`src/rtl/mini_cpu_p_if.sv`:
```
// Host-facing bundle of the mini_cpu_p core: run handshake, programming
// port, debug read port and architectural status.
interface mini_cpu_p_if #(
    parameter int DATA_W = 8,
    parameter int ADDR_W = 5
);
    logic              run;
    logic              prog_we;
    logic [ADDR_W-1:0] prog_addr;
    logic [DATA_W-1:0] prog_data;
    logic [ADDR_W-1:0] dbg_addr;
    logic [DATA_W-1:0] dbg_data;
    logic [DATA_W-1:0] eax;
    logic [DATA_W-1:0] ebx;
    logic [ADDR_W-1:0] pc;
    logic              carry;
    logic              zero;
    logic              busy;
    logic              halted;

    // Host side: drives requests and programming, observes the core.
    modport master (
        output run, prog_we, prog_addr, prog_data, dbg_addr,
        input  dbg_data, eax, ebx, pc, carry, zero, busy, halted
    );

    // Core side.
    modport slave (
        input  run, prog_we, prog_addr, prog_data, dbg_addr,
        output dbg_data, eax, ebx, pc, carry, zero, busy, halted
    );
endinterface

```
`src/rtl/mini_cpu_p.sv`:
```
// mini_cpu_p: two-register accumulator machine with a unified program/data
// memory, a FETCH/EXEC state machine, run/halt handshake and host port.
// Optional build macro MINI_CPU_SINGLE_STEP_EN: each run pulse executes one
// instruction and the core returns to IDLE (HALT still enters HALT).
module mini_cpu_p #(
    parameter int DATA_W = 8,
    parameter int ADDR_W = 5
) (
    input  logic         step,
    input  logic         rst_n,
    mini_cpu_p_if.slave  bus
);

    localparam int DEPTH = 2 ** ADDR_W;

    typedef enum logic [1:0] {S_IDLE, S_FETCH, S_EXEC, S_HALT} state_t;

    localparam logic [1:0] OP_MISC  = 2'b00;
    localparam logic [1:0] OP_LOAD  = 2'b01;
    localparam logic [1:0] OP_ALU   = 2'b10;
    localparam logic [1:0] OP_STORE = 2'b11;

    state_t             state;
    logic [DATA_W-1:0]  mem [DEPTH];

    // Instruction register kept as its decoded fields; the ignored middle
    // bits of the word are never stored.
    logic [1:0]         ir_op;
    logic               ir_r;
    logic [ADDR_W-1:0]  ir_a;

    logic [DATA_W-1:0]  eax_q, ebx_q;
    logic [ADDR_W-1:0]  pc_q;
    logic               carry_q, zero_q, busy_q, halted_q;

    logic [DATA_W-1:0]  fetch_word;
    logic [DATA_W-1:0]  dest, src, mem_rd;
    logic [DATA_W:0]    alu_res;
    logic               alu_nop, is_halt, host_ok, st_en;

    // ALU: returns {carry, result}. SUB's top bit is the borrow (dest < src).
    function automatic logic [DATA_W:0] alu_op(input logic [2:0]        sel,
                                               input logic [DATA_W-1:0] d,
                                               input logic [DATA_W-1:0] s);
        logic [DATA_W:0] r;
        case (sel)
            3'd0:    r = {1'b0, d} + {1'b0, s};
            3'd1:    r = {1'b0, d} - {1'b0, s};
            3'd2:    r = {1'b0, d & s};
            3'd3:    r = {1'b0, d | s};
            3'd4:    r = {1'b0, d ^ s};
            default: r = {1'b0, d};
        endcase
        return r;
    endfunction

    assign fetch_word = mem[pc_q];
    assign mem_rd     = mem[ir_a];
    assign dest       = ir_r ? ebx_q : eax_q;
    assign src        = ir_r ? eax_q : ebx_q;
    assign alu_res    = alu_op(ir_a[2:0], dest, src);
    assign alu_nop    = (ir_a[2:0] > 3'd4);
    assign is_halt    = (ir_op == OP_MISC) && !ir_r && (ir_a == {ADDR_W{1'b1}});
    assign host_ok    = (state == S_IDLE) || (state == S_HALT);
    // Reset forces state to IDLE asynchronously, so an in-flight STORE is
    // dropped without needing reset in the memory path.
    assign st_en      = (state == S_EXEC) && (ir_op == OP_STORE);

    // Unified memory: STORE from the core, or host writes while not busy.
    always_ff @(posedge step) begin
        if (st_en)
            mem[ir_a] <= dest;
        else if (host_ok && bus.prog_we)
            mem[bus.prog_addr] <= bus.prog_data;
    end

    // Fetch/execute state machine with registered status outputs.
    always_ff @(posedge step or negedge rst_n) begin
        if (!rst_n) begin
            state    <= S_IDLE;
            ir_op    <= '0;
            ir_r     <= 1'b0;
            ir_a     <= '0;
            eax_q    <= '0;
            ebx_q    <= '0;
            pc_q     <= '0;
            carry_q  <= 1'b0;
            zero_q   <= 1'b0;
            busy_q   <= 1'b0;
            halted_q <= 1'b0;
        end else begin
            case (state)
                S_IDLE, S_HALT: begin
                    if (bus.run) begin
                        state    <= S_FETCH;
                        busy_q   <= 1'b1;
                        halted_q <= 1'b0;
                    end
                end
                S_FETCH: begin
                    ir_op <= fetch_word[DATA_W-1:DATA_W-2];
                    ir_r  <= fetch_word[DATA_W-3];
                    ir_a  <= fetch_word[ADDR_W-1:0];
                    pc_q  <= pc_q + ADDR_W'(1);
                    state <= S_EXEC;
                end
                S_EXEC: begin
                    case (ir_op)
                        OP_MISC: begin
                            if (ir_r)
                                pc_q <= ir_a;
                        end
                        OP_LOAD: begin
                            if (ir_r) ebx_q <= mem_rd;
                            else      eax_q <= mem_rd;
                            zero_q <= (mem_rd == '0);
                        end
                        OP_ALU: begin
                            if (!alu_nop) begin
                                if (ir_r) ebx_q <= alu_res[DATA_W-1:0];
                                else      eax_q <= alu_res[DATA_W-1:0];
                                carry_q <= alu_res[DATA_W];
                                zero_q  <= (alu_res[DATA_W-1:0] == '0);
                            end
                        end
                        default: ;
                    endcase
                    if (is_halt) begin
                        state    <= S_HALT;
                        busy_q   <= 1'b0;
                        halted_q <= 1'b1;
                    end else begin
`ifdef MINI_CPU_SINGLE_STEP_EN
                        state  <= S_IDLE;
                        busy_q <= 1'b0;
`else
                        state  <= S_FETCH;
`endif
                    end
                end
                default: state <= S_IDLE;
            endcase
        end
    end

    assign bus.dbg_data = mem[bus.dbg_addr];
    assign bus.eax      = eax_q;
    assign bus.ebx      = ebx_q;
    assign bus.pc       = pc_q;
    assign bus.carry    = carry_q;
    assign bus.zero     = zero_q;
    assign bus.busy     = busy_q;
    assign bus.halted   = halted_q;

endmodule

```
`src/flat_wrapper.sv`:
```
// flat-port wrapper written by rule: the top's interface ports become plain ports
module mini_cpu_p_flat 
#(
    parameter int DATA_W = 8,
    parameter int ADDR_W = 5
)
  (step, rst_n, bus_run, bus_prog_we, bus_prog_addr, bus_prog_data, bus_dbg_addr, bus_dbg_data, bus_eax, bus_ebx, bus_pc, bus_carry, bus_zero, bus_busy, bus_halted);
  mini_cpu_p_if #(.DATA_W(DATA_W), .ADDR_W(ADDR_W)) bus_i ();
  input  logic step;
  input  logic rst_n;
  input wire logic [$bits(bus_i.run)-1:0] bus_run;
  input wire logic [$bits(bus_i.prog_we)-1:0] bus_prog_we;
  input wire logic [$bits(bus_i.prog_addr)-1:0] bus_prog_addr;
  input wire logic [$bits(bus_i.prog_data)-1:0] bus_prog_data;
  input wire logic [$bits(bus_i.dbg_addr)-1:0] bus_dbg_addr;
  output wire logic [$bits(bus_i.dbg_data)-1:0] bus_dbg_data;
  output wire logic [$bits(bus_i.eax)-1:0] bus_eax;
  output wire logic [$bits(bus_i.ebx)-1:0] bus_ebx;
  output wire logic [$bits(bus_i.pc)-1:0] bus_pc;
  output wire logic [$bits(bus_i.carry)-1:0] bus_carry;
  output wire logic [$bits(bus_i.zero)-1:0] bus_zero;
  output wire logic [$bits(bus_i.busy)-1:0] bus_busy;
  output wire logic [$bits(bus_i.halted)-1:0] bus_halted;
  assign bus_i.run = bus_run;
  assign bus_i.prog_we = bus_prog_we;
  assign bus_i.prog_addr = bus_prog_addr;
  assign bus_i.prog_data = bus_prog_data;
  assign bus_i.dbg_addr = bus_dbg_addr;
  assign bus_dbg_data = bus_i.dbg_data;
  assign bus_eax = bus_i.eax;
  assign bus_ebx = bus_i.ebx;
  assign bus_pc = bus_i.pc;
  assign bus_carry = bus_i.carry;
  assign bus_zero = bus_i.zero;
  assign bus_busy = bus_i.busy;
  assign bus_halted = bus_i.halted;
  mini_cpu_p #(.DATA_W(DATA_W), .ADDR_W(ADDR_W)) u_core (.step(step), .rst_n(rst_n), .bus(bus_i));
endmodule
```
`config.mk`:
```
export PLATFORM = sky130hd
export DESIGN_NAME = mini_cpu_p_flat
export DESIGN_NICKNAME = d
export VERILOG_FILES = /design/src/rtl/mini_cpu_p_if.sv /design/src/rtl/mini_cpu_p.sv /design/src/flat_wrapper.sv
export SDC_FILE = /design/constraint.sdc
export NUM_CORES = 1
export LEC_CHECK = 0
export ABC_AREA = 0
export BUFFER_PORTS_ARGS = -buffer_cell sky130_fd_sc_hd__buf_2
export CELL_PAD_IN_SITES_DETAIL_PLACEMENT = 2
export CELL_PAD_IN_SITES_GLOBAL_PLACEMENT = 2
export CORE_MARGIN = 4
export CORE_UTILIZATION = 47
export CTS_CLUSTER_SIZE = 8
export DETAILED_ROUTE_END_ITERATION = 6
export PLACE_DENSITY_LB_ADDON = 0.25
export RECOVER_POWER = 50
export SYNTH_ARGS = -nofsm -noshare
export SYNTH_HDL_FRONTEND = slang
export SYNTH_SLANG_ARGS = --single-unit
```
`constraint.sdc`:
```
create_clock -name step -period 4.8 [get_ports step]
set_input_delay 0.48 -clock step [delete_from_list [all_inputs] [get_ports step]]
set_output_delay 0.48 -clock step [all_outputs]
set_load 0.01 [all_outputs]
```
==> impl_metrics.tcl, run 1 <==
set metrics [dict create \
    hold_viol 0 \
    synth_compound_area_share_pct 6.62 \
    grt_pass1_vias 12900 \
    place.detailed.hpwl_um 42100 \
    synth_top_area_cell "edfxtp_1" \
    netlist_area_sq_um 17000 \
    drc_errors 0 \
    synth_area_leaders "edfxtp_1 (45%), mux4_2 (25%), dfrtp_1 (5.2%)" \
    postSynthNetCount 1138 \
    postSynth.asyncResetShare_pct 12.0 \
    yosys_warnings 0 \
    grtUsageMet3_pct 6.89 \
    r2r_end "u_core.ir_op[0]$_DFFE_PN0N_" \
    synthMuxAreaShare_pct 32.7 \
    yosys.area_share.simple_pct 4.59 \
    top_usage_layer "met2" \
    ir_drop_mv 0.266 \
    finalCritPeriodShare_pct 85.2 \
    drt.antenna.violating_nets 0 \
    final.setup.tns_ps 0 \
    maxSlewHeadroom_pct -57.9 \
    clock_latency_ps 560 \
    synth_fa_ha_area_share_pct 2.18 \
    synth_most_common_cell "edfxtp_1" \
    hold_end "u_core.state[0]$_DFFE_PN0P_" \
    via_count 12200 \
    yosysSeqAreaShare_pct 50.5 \
    reg2reg_setup_slack_ps 710 \
    ys_types 59 \
    setup_violations 0 \
    post_cts_buffers 0 \
    gp_congestion 0.924 \
    grtUsageMet2_pct 53.4 \
    die_area_sq_um 39200 \
    startpoint_type "flip-flop" \
    grt_usage_pct 33.3 \
    p_switching_mw 1.18 \
    maxCapViolCount 3 \
    totalWireLength_um 64900 \
    leakagePower_nw 6.08 \
    synth_edf_count 256 \
    cts_resized 0 \
    power_frac_comb_pct 1.9 \
    grt_max_degree 51 \
    use_met1_pct 43.8 \
    drive_gt1_share_pct 32.3 \
    synthFlopType "edfxtp_1" \
    synth_cells 1087 \
    skew_ps 21.7 \
    critPathKind "reg2reg" \
    fillCellCount 3192 \
    firstDrtPassIters 5 \
    grt-ovfl-total 0 \
    coreArea_sq_um 35600 \
    fmax_ghz 0.245 \
    p_int_mw 4.41 \
    vias_per_cell 7.45 \
    p_sw_share_pct 21.0 \
    r2r_cells 5 \
    post-route-min-period_ps 4090 \
    hp-class "in2reg" \
    wl_per_cell_um 39.7 \
    initial_core_util_pct 47.7 \
    worst_pin_slew_ps 2370 \
    antennaDiodeCount 0 \
    path_clk_slew_ps 50 \
    htreeDepth 2 \
    critPathCaptureType "flip-flop" \
    hold_depth 3 \
    outcome "complete, but fails checks" \
    cts_buffers 42 \
    io_pins 55 \
    layout.nets 1210 \
    die_w_um 198 \
    port_buffers 54 \
    grt_pass1_wl_um 94400 \
    synthTopCellsByCount "edfxtp_1 (256), mux4_2 (191), nor2_1 (83)" \
    powerDensity_nw_per_um2 292 \
    seqPwrFrac_pct 48.7 \
    cts_buffer_depth 3 \
    drv_slew 90 \
    cts_num_sinks 291 \
    synth_top_family_by_area "multiplexers" \
    pwr-share-clk_pct 49.4 \
    crit_start "u_core.bus.pc[1]$_DFFE_PN0P_" \
    hold_slack_ps 294 \
    rsz0062_at_grt "no" \
    antenna_found_initial 0 \
    fp-row-count 69 \
    failed_checks "max-capacitance violations, max-slew violations" \
    ctsHoldBuffers 0 \
    ys_seq_elements 291 \
    hold_start "bus_run" \
    die_h_um 198 \
    arrival_ps 4490 \
    area_growth_pct 12.7 \
    timing.rr.start "u_core.bus.pc[1]$_DFFE_PN0P_" \
    required_ps 5200 \
    synth_xor_area_share_pct 0.465 \
    cts_tree "yes" \
    drt-initial-drc-count 1663 \
    path_max_fanout 30 \
    root_buffer "clkbuf_16" \
    syn_area_per_cell_sq_um 15.6 \
    synth_top_area_share_pct 45.3 \
]
## per-stage QoR
stage               power [mW]  setup slack (ps)  std cells  area [sq um]  util, %
CTS                       5.61               932       1636         19200     53.9
finish                    5.59               711       1636         19100     53.7
detailed placement        2.88              1100       1576         18000     50.6
floorplan                 2.83              1160       1087         17000        -
global route              5.74               584       1636         19100     53.7
global placement          2.87              1230       1576         18000     50.6
## sequential cells by signal, indices dropped and copies added, names as in the netlist
register,flops
u_core.mem,256
u_core.ir_r,1
u_core.bus.eax,8
u_core.bus.zero,1
u_core.bus.halted,1
u_core.bus.carry,1
u_core.state,2
u_core.bus.busy,1
u_core.ir_op,2
u_core.bus.pc,5
u_core.bus.ebx,8
u_core.ir_a,5
## power groups by stage
stage	registers [mW]	logic (mW)	clock network (mW)
2_1_floorplan	2.77	0.0633	0
3_3_place_gp	2.77	0.106	0
3_5_place_dp	2.77	0.107	0
4_1_cts	2.72	0.106	2.78
5_1_grt	2.72	0.110	2.91
6_report	2.72	0.106	2.76
## placed cells by master, fill, tap and decap left out, drive strengths merged, types with 7 or more instances in the layout
cell type and n:
mux2i 61, clkbuf 87, a221oi 18, nand2 39, inv 26, ha 28, nor2 83, nand3 17
mux2 38, dfrtp 35, buf 88, mux4 199, a31oi 11, o21ai 33, nand2b 10, a221o 7
edfxtp 256, nor2b 8, a21oi 49
## how the worst max path moves through the flow
stage,slack (ps),end,depth (start not counted)
2_1_floorplan,1160,u_core.bus.eax[7]$_DFFE_PN0P_,16
3_3_place_gp,1230,u_core.bus.eax[7]$_DFFE_PN0P_,13
3_5_place_dp,1100,u_core.bus.ebx[6]$_DFFE_PN0P_,13
4_1_cts,930,u_core.bus.eax[6]$_DFFE_PN0P_,13
5_1_grt,580,u_core.bus.ebx[6]$_DFFE_PN0P_,13
6_report,710,u_core.ir_op[0]$_DFFE_PN0N_,5
## layout make-up
type                       count  area (sq um)  share of cell area (%)
multi-input combinational    681          7940                    41.5
clock buffer                  58          1150                    6.03
inverter                      26          97.6                   0.511
tap                          461           577                    3.02
sequential                   291          8570                    44.9
clock inverter                 2          28.8                   0.151
timing repair buffer         117           747                    3.91
## per-layer routing
layer / routed length (um) / vias to the layer above / part of all wire, %
met5: 0 / - / 0
met3: 6310 / 198 / 9.7
li1: - / 4639 / -
met1: 23900 / 6438 / 37
met2: 31000 / 907 / 48
met4: 3630 / 0 / 5.6
## worst max-delay path, cell delays in order, from the launching register on
cell	delay (ps)
dfrtp_1	1590
clkbuf_1	840
mux4_2	440
mux4_2	520
mux2i_1	390
a21oi_1	130
## kinds of logic after synthesis
family,after synthesis
AOI/OAI and AO/OA,170
muxes,298
DFF,291
and+or+nand+nor,175
adders and majority gates,29
xor gates and xnor gates,9
buffers and inverters,115
No activity file was read; power rests on OpenSTA's default activity.
==> run 2: changes to the inputs <==
Clock period 4.8 ns to 4.42 ns, I/O delays scaled along.
==> run 2 against run 1 <==
The run still ends with max-capacitance violations, max-slew violations left; power rose by 9.0%; sequential cell count did not move; clock power rose by 9.4%; highest routed layer is now met5.
==> impl_metrics.tcl, run 2 (synthesis results as in run 1) <==
set metrics [dict create \
    reg2reg_setup_slack_ps 440 \
    grt-ovfl-total 0 \
    critPathKind "reg2reg" \
    wl_per_cell_um 40.1 \
    finalCritPeriodShare_pct 90.1 \
    rsz0062_at_grt "no" \
    io_pins 55 \
    grt_usage_pct 33.9 \
    crit_start "u_core.ir_a[0]$_DFFE_PN0N_" \
    initial_core_util_pct 47.7 \
    final_cell_mix "edfxtp_1 (256), mux4_2 (191), nor2_1 (83)" \
    hold_start "bus_run" \
    maxCapViolCount 4 \
    startpoint_type "flip-flop" \
    powerDensity_nw_per_um2 319 \
    path_max_fanout 16 \
    cts_buffer_depth 3 \
    skew_ps 32.0 \
    vias_per_cell 7.48 \
    r2r_end "u_core.bus.ebx[6]$_DFFE_PN0P_" \
    die_area_sq_um 39200 \
    port_buffers 54 \
    cts_resized 0 \
    timing.rr.start "u_core.ir_a[0]$_DFFE_PN0N_" \
    fmax_ghz 0.251 \
    hold_depth 3 \
    firstDrtPassIters 5 \
    layout_commonest_cell "edfxtp_1" \
    grt_pass1_wl_um 95900 \
    antennaDiodeCount 0 \
    htreeDepth 2 \
    drt-initial-drc-count 1566 \
    root_buffer "clkbuf_16" \
    fp-row-count 69 \
    grt_pass1_vias 13000 \
    drive_gt1_share_pct 32.8 \
    largest_register "u_core.mem" \
    gp_congestion 0.871 \
    post-route-min-period_ps 3980 \
    required_ps 4830 \
    r2r_cells 13 \
    arrival_ps 4400 \
    outcome "complete, but fails checks" \
    largest_register_ffs 256 \
    clock_latency_ps 560 \
    drv_slew 152 \
    path_clk_slew_ps 60 \
    area_growth_pct 12.7 \
    worst_pin_slew_ps 2370 \
    ir_drop_mv 0.343 \
    fin_util_pct 53.7 \
    setup_violations 0 \
    hold_end "u_core.state[1]$_DFFE_PN0P_" \
    cts_buffers 42 \
    place.detailed.hpwl_um 42800 \
    leakagePower_nw 6.10 \
    hp-class "in2reg" \
    critPathCaptureType "flip-flop" \
    totalWireLength_um 65900 \
    drc_errors 0 \
    antenna_found_initial 1 \
    maxSlewHeadroom_pct -58.2 \
    layout.nets 1215 \
    final.setup.tns_ps 0 \
    ctsHoldBuffers 0 \
    die_w_um 198 \
    failed_checks "max-capacitance violations, max-slew violations" \
    post_cts_buffers 0 \
    cts_tree "yes" \
    coreArea_sq_um 35600 \
    via_count 12300 \
    drt.antenna.violating_nets 0 \
    hold_viol 0 \
    die_h_um 198 \
    cts_num_sinks 291 \
    grt_max_degree 70 \
]
-- run 2: worst max-delay path: stages, from the launching register on --
cell      delay (ps)
dfrtp_1          860
clkinv_1         230
nor2_1           320
nor2_1           110
xnor2_1          140
ha_1             350
nor2b_1          150
o21a_1           190
o21ai_0          300
a21boi_0         220
or3_1            350
a31oi_1          290
mux2_2           230
o21ai_0          100
-- run 2: cell type report --
| type | count | area, sq um |
|---|---|---|
| Fill cell | 3211 | 16500 |
| Sequential cell | 291 | 8570 |
| Multi-Input combinational cell | 681 | 7930 |
| Clock buffer | 58 | 1140 |
| Timing Repair Buffer | 122 | 767 |
| Tap cell | 461 | 577 |
| Inverter | 26 | 97.6 |
| Clock inverter | 3 | 33.8 |
-- run 2: how the worst max path moves through the flow --
stage	end	depth (start not counted)
detailed placement	u_core.bus.ebx[6]$_DFFE_PN0P_	13
floorplan	u_core.bus.eax[7]$_DFFE_PN0P_	16
global route	u_core.bus.ebx[6]$_DFFE_PN0P_	13
CTS	u_core.mem[5][3]$_DFFE_PP_	6
finish	u_core.bus.ebx[6]$_DFFE_PN0P_	13
global placement	u_core.bus.eax[7]$_DFFE_PN0P_	14
-- run 2: report_power, final --
| group | total, mW | internal, mW | switching [mW] | leakage (nW) |
|---|---|---|---|---|
| combinational | 0.118 | 0.0472 | 0.0709 | 3.31 |
| sequential | 2.95 | 2.95 | 0 | 2.22 |
| clock | 3.02 | 1.78 | 1.24 | 0.572 |
-- run 2: per-stage QoR --
step	power [mW]	std cells	hold WS, ps	setup WS (ps)	area [sq um]
after floorplan	3.08	1087	146	781	17000
final	6.09	1642	248	435	19100
after CTS	6.13	1642	37.5	635	19200
after detailed placement	3.12	1581	536	693	18000
after global routing	6.25	1642	274	203	19100
after global placement	3.12	1581	506	874	18000
-- run 2: routing by layer --
layer / GRT usage, % / wire length, um
met5: 0 / 13
met4: 16.0 / 4010
met1: 44.5 / 24000
met2: 54.5 / 31300
met3: 7.33 / 6530
==> run 3: changes to the inputs <==
Settings changed: REMOVE_ABC_BUFFERS set to 1.
==> run 3 against run 2 <==
The flow still finishes with violations (max-capacitance violations, max-slew violations); sequential power hardly changed; die area is the same; count of clock-buffer cells in the layout is 5 higher; largest power group unchanged; worst hold slack improved by 19 ps; critical path type unchanged.
==> impl_metrics.tcl, run 3 (synthesis results as in run 1) <==
set metrics [dict create \
    outcome "complete, but fails checks" \
    failed_checks "max-capacitance violations, max-slew violations" \
    skew_ps 19.2 \
    initial_core_util_pct 47.7 \
    hp-class "in2reg" \
    rsz0062_at_grt "no" \
    cts_num_sinks 291 \
    r2r_cells 5 \
    grt_usage_pct 34.0 \
    final.setup.tns_ps 0 \
    place.detailed.hpwl_um 44000 \
    pre_cts_slack_ps 844 \
    fillCellCount 3186 \
    critPathCaptureType "flip-flop" \
    leakagePower_nw 6.17 \
    firstDrtPassIters 7 \
    area_growth_pct 13.4 \
    ir_drop_mv 0.242 \
    finalCritPeriodShare_pct 93.6 \
    powerDensity_nw_per_um2 320 \
    via_count 12200 \
    drt-initial-drc-count 1506 \
    maxCapViolCount 3 \
    post_cts_buffers 0 \
    hold_end "u_core.state[0]$_DFFE_PN0P_" \
    worst_pin_slew_ps 2160 \
    cp_cell_sequence "clkbuf_2, mux4_2, mux4_2, mux2i_1, a21oi_1" \
    wl_per_cell_um 40.2 \
    antenna_found_initial 4 \
    layout.nets 1221 \
    fmax_ghz 0.242 \
    drv_slew 117 \
    grt_max_degree 50 \
    layout_commonest_cell "edfxtp_1" \
    cts_resized 0 \
    stdcell_area_sq_um 19200 \
    drt.antenna.violating_nets 0 \
    critPathSlowestCell "clkbuf_2" \
    largest_register_ffs 256 \
    dp_cells 1587 \
    root_buffer "clkbuf_16" \
    port_buffers 54 \
    path_clk_slew_ps 60 \
    placed_area_sq_um 18100 \
    hold_viol 0 \
    cpMostUsedCell "mux4_2" \
    ctsHoldBuffers 0 \
    gp_congestion 0.900 \
    setup_violations 0 \
    totalPowerFinal_mw 6.15 \
    path_max_fanout 49 \
    fin_cells 1650 \
    clock_latency_ps 550 \
    drive_gt1_share_pct 33.2 \
    coreArea_sq_um 35600 \
    arrival_ps 4510 \
    htreeDepth 2 \
    die_area_sq_um 39200 \
    grt_pass1_wl_um 95700 \
    cp_slowest_stage_delay_ps 1350 \
    reg2reg_setup_slack_ps 280 \
    die_h_um 198 \
    setup_slack_ps 281 \
    grt-ovfl-total 0 \
    die_w_um 198 \
    required_ps 4790 \
    grt_pass1_vias 13100 \
    maxSlewHeadroom_pct -44.3 \
    timing.rr.start "u_core.bus.pc[1]$_DFFE_PN0P_" \
    io_pins 55 \
    antennaDiodeCount 0 \
    cts_tree "yes" \
    fp-row-count 69 \
    cts_buffer_depth 3 \
    r2r_end "u_core.ir_a[1]$_DFFE_PN0N_" \
    largest_register "u_core.mem" \
    startpoint_type "flip-flop" \
    drc_errors 0 \
    crit_start "u_core.bus.pc[1]$_DFFE_PN0P_" \
    cts_buffers 42 \
    final_cell_mix "edfxtp_1 (256), mux4_2 (191), nor2_1 (83)" \
    vias_per_cell 7.39 \
    hold_start "bus_run" \
    critPathKind "reg2reg" \
    post-route-min-period_ps 4140 \
    totalWireLength_um 66200 \
    hold_depth 3 \
]
-- run 3: cell count changes in the layout (fill, tap and decap cells not counted), sizes merged --
cell    before  now
inv         26   24
clkinv       3    2
clkbuf      93   92
buf         87   99
-- run 3: area by class of cell --
cell class                 instances  area [sq um]  share of cell area (%)
tap                              461           577                    3.00
sequential                       291          8570                    44.6
inverter                          26          97.6                   0.508
clock buffer                      63          1210                    6.31
multi-input combinational        681          7920                    41.2
timing repair buffer             128           847                    4.41
-- run 3: metrics by stage --
step | hold slack, ps | utilization, %
global route | 268 | 54.1
detailed placement | 524 | 50.9
floorplan | 146 | -
CTS | 30.7 | 54.3
finish | 267 | 54.1
global placement | 508 | 50.9
-- run 3: power by group --
group / total (mW) / leakage (nW) / internal [mW] / switching (mW)
sequential: 2.95 / 2.22 / 2.95 / 0
combinational: 0.121 / 3.36 / 0.0483 / 0.0727
clock: 3.07 / 0.588 / 1.86 / 1.21
-- run 3: metal layers --
metal	wire length [um]	global-route usage [%]	part of all wire (%)	vias to the layer above
met3	6980	9.27	11	244
met2	31300	54.0	47	907
met1	23900	43.6	36	6371
met5	54	0	0.082	-
li1	-	-	-	4659
met4	4020	16.8	6.1	8
-- run 3: worst max path at each step --
stage	end	slack (ps)	cells past startpoint
floorplan	u_core.bus.eax[7]$_DFFE_PN0P_	-1510	14
global placement	u_core.bus.eax[7]$_DFFE_PN0P_	1010	12
detailed placement	u_core.bus.eax[6]$_DFFE_PN0P_	840	13
CTS	u_core.bus.eax[6]$_DFFE_PN0P_	830	13
global route	u_core.ir_a[1]$_DFFE_PN0N_	320	5
finish	u_core.ir_a[1]$_DFFE_PN0N_	280	5
-- run 3: worst max-delay path, delay by kind of cell (launching register included) --
| kind | cells | cell delay [ps] |
|---|---|---|
| flip-flops | 1 | 1040 |
| buffers and inverters | 1 | 1350 |
| multiplexers | 3 | 1340 |
| AO/OA/AOI/OAI | 1 | 150 |
